`config.mk`:
```
export PLATFORM = sky130hd
export DESIGN_NAME = pipeline_hazard_ctrl
export DESIGN_NICKNAME = d
export VERILOG_FILES = /design/src/rtl/pipeline_hazard_ctrl.sv
export SDC_FILE = /design/constraint.sdc
export NUM_CORES = 1
export LEC_CHECK = 0
export CAP_MARGIN = 20
export CORE_ASPECT_RATIO = 1.25
export CORE_MARGIN = 1.5
export CORE_UTILIZATION = 52
export DETAILED_ROUTE_END_ITERATION = 8
export HOLD_SLACK_MARGIN = 0.15
export PLACE_DENSITY = 0.85
export SLEW_MARGIN = 15
export SYNTH_ARGS = -nofsm -noshare
export SYNTH_HDL_FRONTEND = slang
export SYNTH_SLANG_ARGS = --single-unit
```
`constraint.sdc`:
```
create_clock -name clk -period 4.5 [get_ports clk]
set_input_delay 0.9 -clock clk [delete_from_list [all_inputs] [get_ports clk]]
set_output_delay 0.9 -clock clk [all_outputs]
set_load 0.01 [all_outputs]
```
`src/rtl/pipeline_hazard_ctrl.sv`:
```
// ============================================================================
// Module      : pipeline_hazard_ctrl
// Description : Stall/flush controller for a 5-stage RV32I pipeline with a
//               data-cache miss/refill handshake and saturating statistics.
// Revision    : 1.0 - initial release
// ============================================================================
`default_nettype none

module pipeline_hazard_ctrl #(
    parameter int CW = 32
) (
    input  logic          clk,
    input  logic          rst,
    input  logic [4:0]    rs1_d,
    input  logic [4:0]    rs2_d,
    input  logic [4:0]    rd_e,
    input  logic          mem_read_e,
    input  logic          pc_src_e,
    input  logic          cache_miss_m,
    input  logic          mem_ack,
    output logic          stall_f,
    output logic          stall_d,
    output logic          stall_e,
    output logic          stall_m,
    output logic          stall_w,
    output logic          flush_d,
    output logic          flush_e,
    output logic          mem_req,
    output logic          refill_we,
    output logic [CW-1:0] miss_count,
    output logic [CW-1:0] stall_cycles
);

    typedef enum logic [1:0] {
        ST_RUN    = 2'd0,
        ST_MISS   = 2'd1,
        ST_REFILL = 2'd2
    } state_t;

    localparam logic [CW-1:0] C_ONE = {{(CW-1){1'b0}}, 1'b1};
    localparam logic [CW-1:0] C_MAX = {CW{1'b1}};

    state_t        r_state;
    state_t        w_state_nxt;
    logic [CW-1:0] r_miss_count;
    logic [CW-1:0] r_stall_cycles;

    logic          w_running;
    logic          w_miss_start;
    logic          w_freeze;
    logic          w_lw_stall;

    assign w_running    = (r_state == ST_RUN);
    assign w_miss_start = w_running & cache_miss_m;
    assign w_freeze     = ~w_running | cache_miss_m;

    // x0 is never a real producer, so a load targeting it cannot create a hazard.
    assign w_lw_stall = mem_read_e & (rd_e != 5'd0) &
                        ((rd_e == rs1_d) | (rd_e == rs2_d));

    always_ff @(posedge clk or posedge rst) begin
        if (rst) begin
            r_state <= ST_RUN;
        end else begin
            r_state <= w_state_nxt;
        end
    end

    always_comb begin
        w_state_nxt = r_state;
        case (r_state)
            ST_RUN: begin
                if (cache_miss_m) begin
                    w_state_nxt = ST_MISS;
                end
            end
            ST_MISS: begin
                if (mem_ack) begin
                    w_state_nxt = ST_REFILL;
                end
            end
            ST_REFILL: begin
                w_state_nxt = ST_RUN;
            end
            default: begin
                w_state_nxt = ST_RUN;
            end
        endcase
    end

    // Priority: cache freeze, then branch redirect, then load-use bubble.
    always_comb begin
        stall_f = 1'b0;
        stall_d = 1'b0;
        stall_e = 1'b0;
        stall_m = 1'b0;
        stall_w = 1'b0;
        flush_d = 1'b0;
        flush_e = 1'b0;
        if (w_freeze) begin
            stall_f = 1'b1;
            stall_d = 1'b1;
            stall_e = 1'b1;
            stall_m = 1'b1;
            stall_w = 1'b1;
        end else if (pc_src_e) begin
            flush_d = 1'b1;
            flush_e = 1'b1;
        end else if (w_lw_stall) begin
            stall_f = 1'b1;
            stall_d = 1'b1;
            flush_e = 1'b1;
        end
    end

    assign mem_req   = (r_state == ST_MISS);
    assign refill_we = (r_state == ST_REFILL);

    always_ff @(posedge clk or posedge rst) begin
        if (rst) begin
            r_miss_count   <= '0;
            r_stall_cycles <= '0;
        end else begin
            if (w_miss_start && (r_miss_count != C_MAX)) begin
                r_miss_count <= r_miss_count + C_ONE;
            end
            if (!w_running && (r_stall_cycles != C_MAX)) begin
                r_stall_cycles <= r_stall_cycles + C_ONE;
            end
        end
    end

    assign miss_count   = r_miss_count;
    assign stall_cycles = r_stall_cycles;

endmodule

`default_nettype wire

```
# Yosys cells after proc, flatten, opt, wreduce, memory -nomap -nowiden
# Cells that the tools add are included.
totals:
  regBits: 66
  in_bits: 21
  out_inout_bits: 73
  wordCells: 36
classes:
  add_sub_neg: 2
  eq_ne: 8
  n_mux: 11
  bitwise: 6
  n_reduce_logical: 6
ops:
  columns: ["cell", "n"]
  rows:
  - ["32-bit by 1-bit adder with 32-bit output, second input constant", 2]
  - ["32-bit != test, second input constant", 2]
  - ["5-bit == test", 2]
  - ["1-bit two-way mux", 8]
  - ["5-bit nonzero test", 1]
  - ["2-bit two-way mux", 2]
  - ["2-bit != test, second input constant", 2]
  - ["2-bit case mux with 2 select lines", 1]
  - ["1-bit AND", 3]
  - ["2-bit by 1-bit == test with 1-bit output, second input constant", 1]
  - ["2-bit == test, second input constant", 1]
  - ["1-bit logical AND", 2]
  - ["2-bit logical NOT", 1]
  - ["1-bit OR", 2]
  - ["2-bit AND reduction", 1]
  - ["1-bit logical NOT", 1]
  - ["1-bit inverter", 1]

# Depth between registers and ports, before layout
# Gate-level depths: netlist of the first run.
depth:
  word_depth: 6
  depth_mapped: 8
  ltp_nobuf: 6

# Least setup slack after synthesis of the first run
# OpenSTA, ideal clock, no wires.
synth_path:
  path_type: "input-to-output"
  startpoint: "in rd_e[1]"
  endpoint: "out stall_f"
  t_arrival_ns: 1.984
  required_ns: 3.600
  setup_slack_ns: 1.616
  stages: 4
  path_buffers: 1
  path_cell_list: "or4_1 o221ai_1 o21ai_0 buf_4"
synth_between:
  elab_chain_cells: 6
  elab_cells_between_ends: 9
  cone_classes: "eq/ne (2); mux (3); bitwise (3); reduce/logical (1)"
synth_rtl:
  columns: ["element", "line", "source"]
  rows:
  - ["start: declaration", "16", "input logic [4:0] rd_e,"]
  - ["5-bit == test / 5-bit nonzero test (equally long branches)", "59, 58", null]
  - ["1-bit OR / 1-bit AND (equally long branches)", "59, 58", null]
  - ["1-bit AND (*)", "58", "assign w_lw_stall = mem_read_e & (rd_e != 5'd0) &"]
  - ["1-bit two-way mux (*) (3 in series)", null, null]
  - ["end: declaration", "21", "output logic stall_f,"]
# Every way passes the cells marked *; elsewhere a longest branch is shown, timed or not.

# Worst setup path in the final report of the first run
layout_path:
  startpoint: "in rd_e[0]"
  endpoint: "out stall_d"
layout_between:
  elab_chain_cells: 6
  elab_cells_between_ends: 9
  cone_classes: "eq/ne (2); mux (3); bitwise (3); reduce/logical (1)"
layout_rtl:
  columns: ["element", "line", "source"]
  rows:
  - ["5-bit == test / 5-bit nonzero test (equally long branches)", "59, 58", null]
  - ["1-bit OR / 1-bit AND (equally long branches)", "59, 58", null]
  - ["1-bit AND (*)", "58", null]
  - ["1-bit two-way mux (*)", "109", "end else if (w_lw_stall) begin"]
  - ["1-bit two-way mux (*)", "106", "end else if (pc_src_e) begin"]
  - ["1-bit two-way mux (*)", "100", "if (w_freeze) begin"]
  - ["end: declaration", "22", "output logic stall_d,"]
# Marked as above.

==> results of run 1 <==
-- worst max-delay path, delay by kind of cell --
| kind | cells | cell delay [ns] |
|---|---|---|
| AND/OR/NAND/NOR | 2 | 0.32 |
| AO/OA/AOI/OAI | 2 | 0.43 |
| XOR/XNOR | 1 | 0.15 |
| buffers and inverters | 2 | 1.12 |
-- through the flow --
step	cell area (µm²)	hold slack [ns]	worst slack [ns]
after global placement	4409	0.4756	0.8086
after CTS	4561	0.5005	0.6636
final	4561	0.4939	0.6810
after floorplan	3423	0.4753	1.616
after global routing	4561	0.5125	0.5295
after detailed placement	4409	0.4874	0.6531
-- logic make-up (layout without fill, tap and decap cells) --
family | count (synthesis) | after routing | synth area share, %
buffers and inverters | 16 | 115 | 2.375
xor gates and xnor gates | 68 | 68 | 17.40
DFF | 66 | 66 | 48.25
and+or+nand+nor | 163 | 163 | 26.87
adders and majority gates | 2 | 2 | 0.7309
AOI/OAI and AO/OA | 14 | 14 | 3.729
muxes | 2 | 2 | 0.6578
-- path summary, 6_finish.rpt --
kind | to | slack (ns) | cells past startpoint
min reg2reg | miss_count[16] | 0.49 | 1
max | stall_d | 0.68 | 7
max in group asynchronous | miss_count[31] | 2.62 | 3
max reg2reg | miss_count[1] | 1.87 | 6
min in group asynchronous | stall_cycles[4] | 1.02 | 2
min | miss_count[16] | 0.49 | 1
-- flip-flops by register name, indices dropped and copies added (netlist names) --
signal / cells
miss_count: 32
r_state: 2
stall_cycles: 32
-- routing by layer --
layer / track usage (%) / vias up / share of wire, %
li1: - / 1368 / -
met1: 30.83 / 1422 / 40
met2: 41.08 / 136 / 52
met3: 3.648 / 19 / 5.8
met4: 12.35 / 0 / 2.2
met5: 0 / - / 0
-- layout make-up --
cell class | count | area share, %
Clock inverter | 4 | 0.4390
Tap cell | 85 | 2.332
Inverter | 6 | 0.4938
Sequential cell | 66 | 36.21
Clock buffer | 11 | 2.881
Multi-Input combinational cell | 249 | 37.06
Timing Repair Buffer | 94 | 20.58
-- power breakdown --
part	leakage, nW	internal [mW]	switching, mW
sequential	0.892	0.657	0.0930
combinational	0.971	0.229	0.222
clock	0.0827	0.193	0.214
total	1.95	1.08	0.529
-- cells in the final DEF (no fill, tap or decap), drive strengths merged, types with 2 or more instances in the layout --
cell type      instances
a211oi                 2
clkdlybuf4s50         93
nor2                  22
nand2                 23
mux2                   2
nor4                   3
xor2                  26
and4                   7
dfrtp                 66
clkinv                 4
inv                    6
and3                  18
nor3                  14
ha                     2
xnor2                 42
nand4                 30
a21oi                  2
o21ai                  2
nand3                 27
nor4b                  2
and2                   9
clkbuf                11
a2111oi                2
==> reports/metrics.yaml, run 1 <==
detail_route.wl_per_cell_um: 15.63
yosys-top-cells-count: "dfrtp_1, xnor2_1, nand4_1, nand3_1, xor2_1"
placed_cells: 500
antenna_found_initial: 0
crit_start: "rd_e[0]"
netlist_top_cells_area: "dfrtp_1, xnor2_1, xor2_1"
synth_edf_count: 0
cts_root_buffer: "clkbuf_8"
worst_pin_slew_ns: 0.9273
grt.total_usage_pct: 24.78
viasPerCell: 5.718
core_area_um2: 6286
layout-drive-gt1-share_pct: 5.349
tns_ns: 0
report.final.slew_viol_count: 0
worst_setup_path_start_kind: "input port"
final_core_util_pct: 72.55
crit_top_cell: "clkdlybuf4s50_1"
instances_no_fill: 515
status: "complete, no violations"
crit_path_max_incr_delay_ns: 0.59
via_count: 2945
relSlewSlack_pct: 36.58
synth_cell_types: 45
finalClockSkew_ns: 0.007718
power.density_nw_per_um2: 352.5
yosysSeqAreaShare_pct: 48.25
diodes: 0
rows: 32
nFillCells: 484
synth_ff_type: "dfrtp_1"
ir_drop_uv: 325.5
setup_viol: 0
post_cts_resized: 0
grt_pass1_vias: 2830
synthCells: 331
gp_congestion: 0.8934
critPathRequiredTime_ns: 3.60
cts_tree: "built"
top_level_ports: 94
p_leak_nw: 1.945
clk_latency_ns: 0.34
syn_area_per_cell_um2: 10.34
synth_top_area_share_pct: 48.25
fin_crit_sh_pct: 84.87
cp_max_fo: 3
htreeDepth: 3
yosys_warnings: 0
post_cts_buffers: 0
dp_hpwl_um: 5834
finalHoldViolCount: 0
period_needed_ns: 3.819
drtAntennaViolNets: 0
critPathKind: "in -> out"
drc: 0
critPathCaptureType: "output port"
seqCellArea_um2: 1652
die_w_um: 75.57
die_area_um2: 7082
crit_arrival_ns: 2.92
holdCritStartpoint: "miss_count[16]"
max_freq_ghz: 0.2619
maxCapViolations: 0
nets: 449
cts.sinks: 66
async_flop_share_pct: 100.0
cts_hold_buf: 0
reg2reg_from: "miss_count[0]"
numCtsBuffers: 9
rsz0062_at_grt: "no"
cp_cell_sequence: "clkdlybuf4s50_1, xnor2_1, nand3_1, nor3_1, o221ai_1, o21ai_0, clkdlybuf4s50_1"
syn-cell-area_um2: 3423
cts_buffer_depth: 2
multi_input_area_um2: 1690
syn_to_final_growth_pct: 33.22
design_power_total_mw: 1.608
hold_class: "reg -> reg"
initial_core_util_pct: 54.46
syn_nets: 354
dr.pass1.iters: 5
cts.clk_slew.worst_paths_ns: 0.07
slowest_stage: "clkdlybuf4s50_1"
initialDrtViolationCount: 157
grt_max_degree: 39
yosysTopAreaCell: "dfrtp_1"
io_buffer_count: 93
yosysMostFrequentCell: "dfrtp_1"
finalWirelength_um: 8047
grt_pass1_wl_um: 13440
die_y_um: 93.72
ys_ff_latch: 66
grt_overflow: 0
Note: power is estimated with default switching activity, not from simulation.
==> run 2, diff against run 1 <==
Settings changed: CORE_UTILIZATION 52 to 44, PLACE_DENSITY 0.85 to 0.77.
Clock period 4.5 ns to 3.2 ns, I/O delays scaled along.
==> reports/metrics.yaml, run 2 (same netlist as run 1, synthesis figures left out) <==
grt_max_degree: 35  # -10%
grt_pass1_wl_um: 13740  # +2.2%
holdCritStartpoint: "stall_cycles[18]"
die_w_um: 81.90  # +8.4%
tns_ns: 0  # unchanged
drc: 0  # unchanged
cts_hold_buf: 0  # unchanged
slowest_stage: "or4_1"
nFillCells: 660  # +36%
die_y_um: 101.6  # +8.4%
antenna_found_initial: 0  # unchanged
io_buffer_count: 93  # unchanged
critPathKind: "in -> out"
mostFrequentLayoutCells: "clkdlybuf4s50_1, dfrtp_1, xnor2_1"
initial_core_util_pct: 45.98  # -8.5 points
worst_slack_ns: 0.2693  # -0.4117 ns
max_freq_ghz: 0.3412
grt_pass1_vias: 2814  # -0.57%
status: "complete, no violations"
worst_setup_path_start_kind: "input port"
grt_overflow: 0  # unchanged
finalHoldViolCount: 0  # unchanged
clk_latency_ns: 0.33  # about the same
cts_buffer_depth: 2  # unchanged
pre_cts_slack_ns: -0.1597  # -0.8128 ns
setup_viol: 0  # unchanged
layout-drive-gt1-share_pct: 7.356  # +2.0 points
syn_to_final_growth_pct: 37.32
p_leak_nw: 2.061  # +5.9%
report.final.slew_viol_count: 0  # unchanged
reg2reg_from: "stall_cycles[0]"
rows: 35  # +9.4%
finalClockSkew_ns: 0.006714  # -0.001004 ns
initialDrtViolationCount: 180  # +15%
ir_drop_uv: 456.6  # +40%
critPathRequiredTime_ns: 2.56  # -1.04 ns
htreeDepth: 3  # unchanged
drtAntennaViolNets: 0  # unchanged
critPathCaptureType: "output port"
cts.clk_slew.worst_paths_ns: 0.07  # about the same
finalWirelength_um: 8217  # +2.1%
crit_start: "rd_e[1]"
rsz0062_at_grt: "no"
period_needed_ns: 2.931
cp_max_fo: 3  # unchanged
post_cts_buffers: 0  # unchanged
dr.pass1.iters: 4  # -1
fin_crit_sh_pct: 91.58
cts_tree: "built"
detail_route.wl_per_cell_um: 15.59  # -0.21%
hold_class: "reg -> reg"
dp_hpwl_um: 5966  # +2.3%
design_power_total_mw: 2.462  # +53%
crit_arrival_ns: 2.29  # -0.63 ns
diodes: 0  # unchanged
numCtsBuffers: 9  # unchanged
relSlewSlack_pct: 53.38  # +17 points
viasPerCell: 5.501  # -3.8%
crit_path_max_incr_delay_ns: 0.54  # -0.05 ns
power.density_nw_per_um2: 523.8  # +49%
nets: 453  # +0.89%
gp_congestion: 0.8479  # -5.1%
cp_cell_sequence: "clkdlybuf4s50_1, or4_1, o221ai_1, o21ai_1, dlygate4sd2_1"
cts.sinks: 66  # unchanged
die_area_um2: 8322  # +18%
core_area_um2: 7445  # +18%
top_level_ports: 94  # unchanged
final_common_cell: "clkdlybuf4s50_1"
worst_pin_slew_ns: 0.6983  # -0.2291 ns
maxCapViolations: 0  # unchanged
grt.total_usage_pct: 21.30  # -3.5 points
via_count: 2899  # -1.6%
cts_root_buffer: "clkbuf_8"
## run 2: changes by cell type in the layout (fill, tap and decap cells not counted), sizes merged
cell	before	now
buf	1	5
bufinv	0	2
dlymetal6s2s	0	5
clkdlybuf4s50	93	86
dlygate4sd2	0	2
clkbuf	11	10
## run 2: power by group
group          switching [mW]  internal, mW  total [mW]  leakage [nW]
clock network           0.312         0.455       0.767         0.116
logic                   0.313         0.325       0.637          1.05
registers               0.135         0.923        1.06         0.892
total                   0.760          1.70        2.46          2.06
## run 2: per-stage QoR
step,hold slack (ns),area (µm²),instances,util [%]
3_3_place_gp,0.4738,4461,511,59.92
6_report,0.4984,4701,527,63.14
2_1_floorplan,0.4753,3423,331,-
5_1_grt,0.5137,4701,527,63.14
3_5_place_dp,0.4857,4461,511,59.92
4_1_cts,0.4963,4676,527,62.81
## run 2: critical path, delay by kind of cell
family                 cells  cell delay, ns
buffers and inverters      2            0.78
and+or+nand+nor            1            0.54
AOI/OAI and AO/OA          2            0.33
## run 2: cell type report
class / count / area (µm²) / area share, %
sequential: 66 / 1652 / 35.13
clock buffer: 10 / 137.6 / 2.928
clock inverter: 6 / 80.08 / 1.703
timing repair buffer: 98 / 991.0 / 21.08
inverter: 6 / 22.52 / 0.4791
tap: 92 / 115.1 / 2.449
multi-input combinational: 249 / 1703 / 36.23
## run 2: worst paths after layout
path | cells after the start | endpoint | slack, ns
max in group asynchronous | 3 | miss_count[29] | 1.84
min | 1 | stall_cycles[18] | 0.50
max | 5 | stall_f | 0.27
min in group asynchronous | 2 | stall_cycles[6] | 0.75
max reg2reg | 6 | stall_cycles[17] | 0.90
min reg2reg | 1 | stall_cycles[18] | 0.50
## run 2: layer usage
layer / track usage [%] / vias to the layer above / part of all wire, %
met1: 26.79 / 1416 / 42
met5: 0 / - / 0
met4: 8.996 / 0 / 2.3
met3: 3.063 / 17 / 3.5
li1: - / 1376 / -
met2: 36.13 / 90 / 52
## run 2: repair_timing
item | in CTS | in global routing
gates resized for setup | 3 | 7
pin swaps | 1 | 1
endpoints found under the setup margin | 2 | 1
gates cloned | 0 | 0
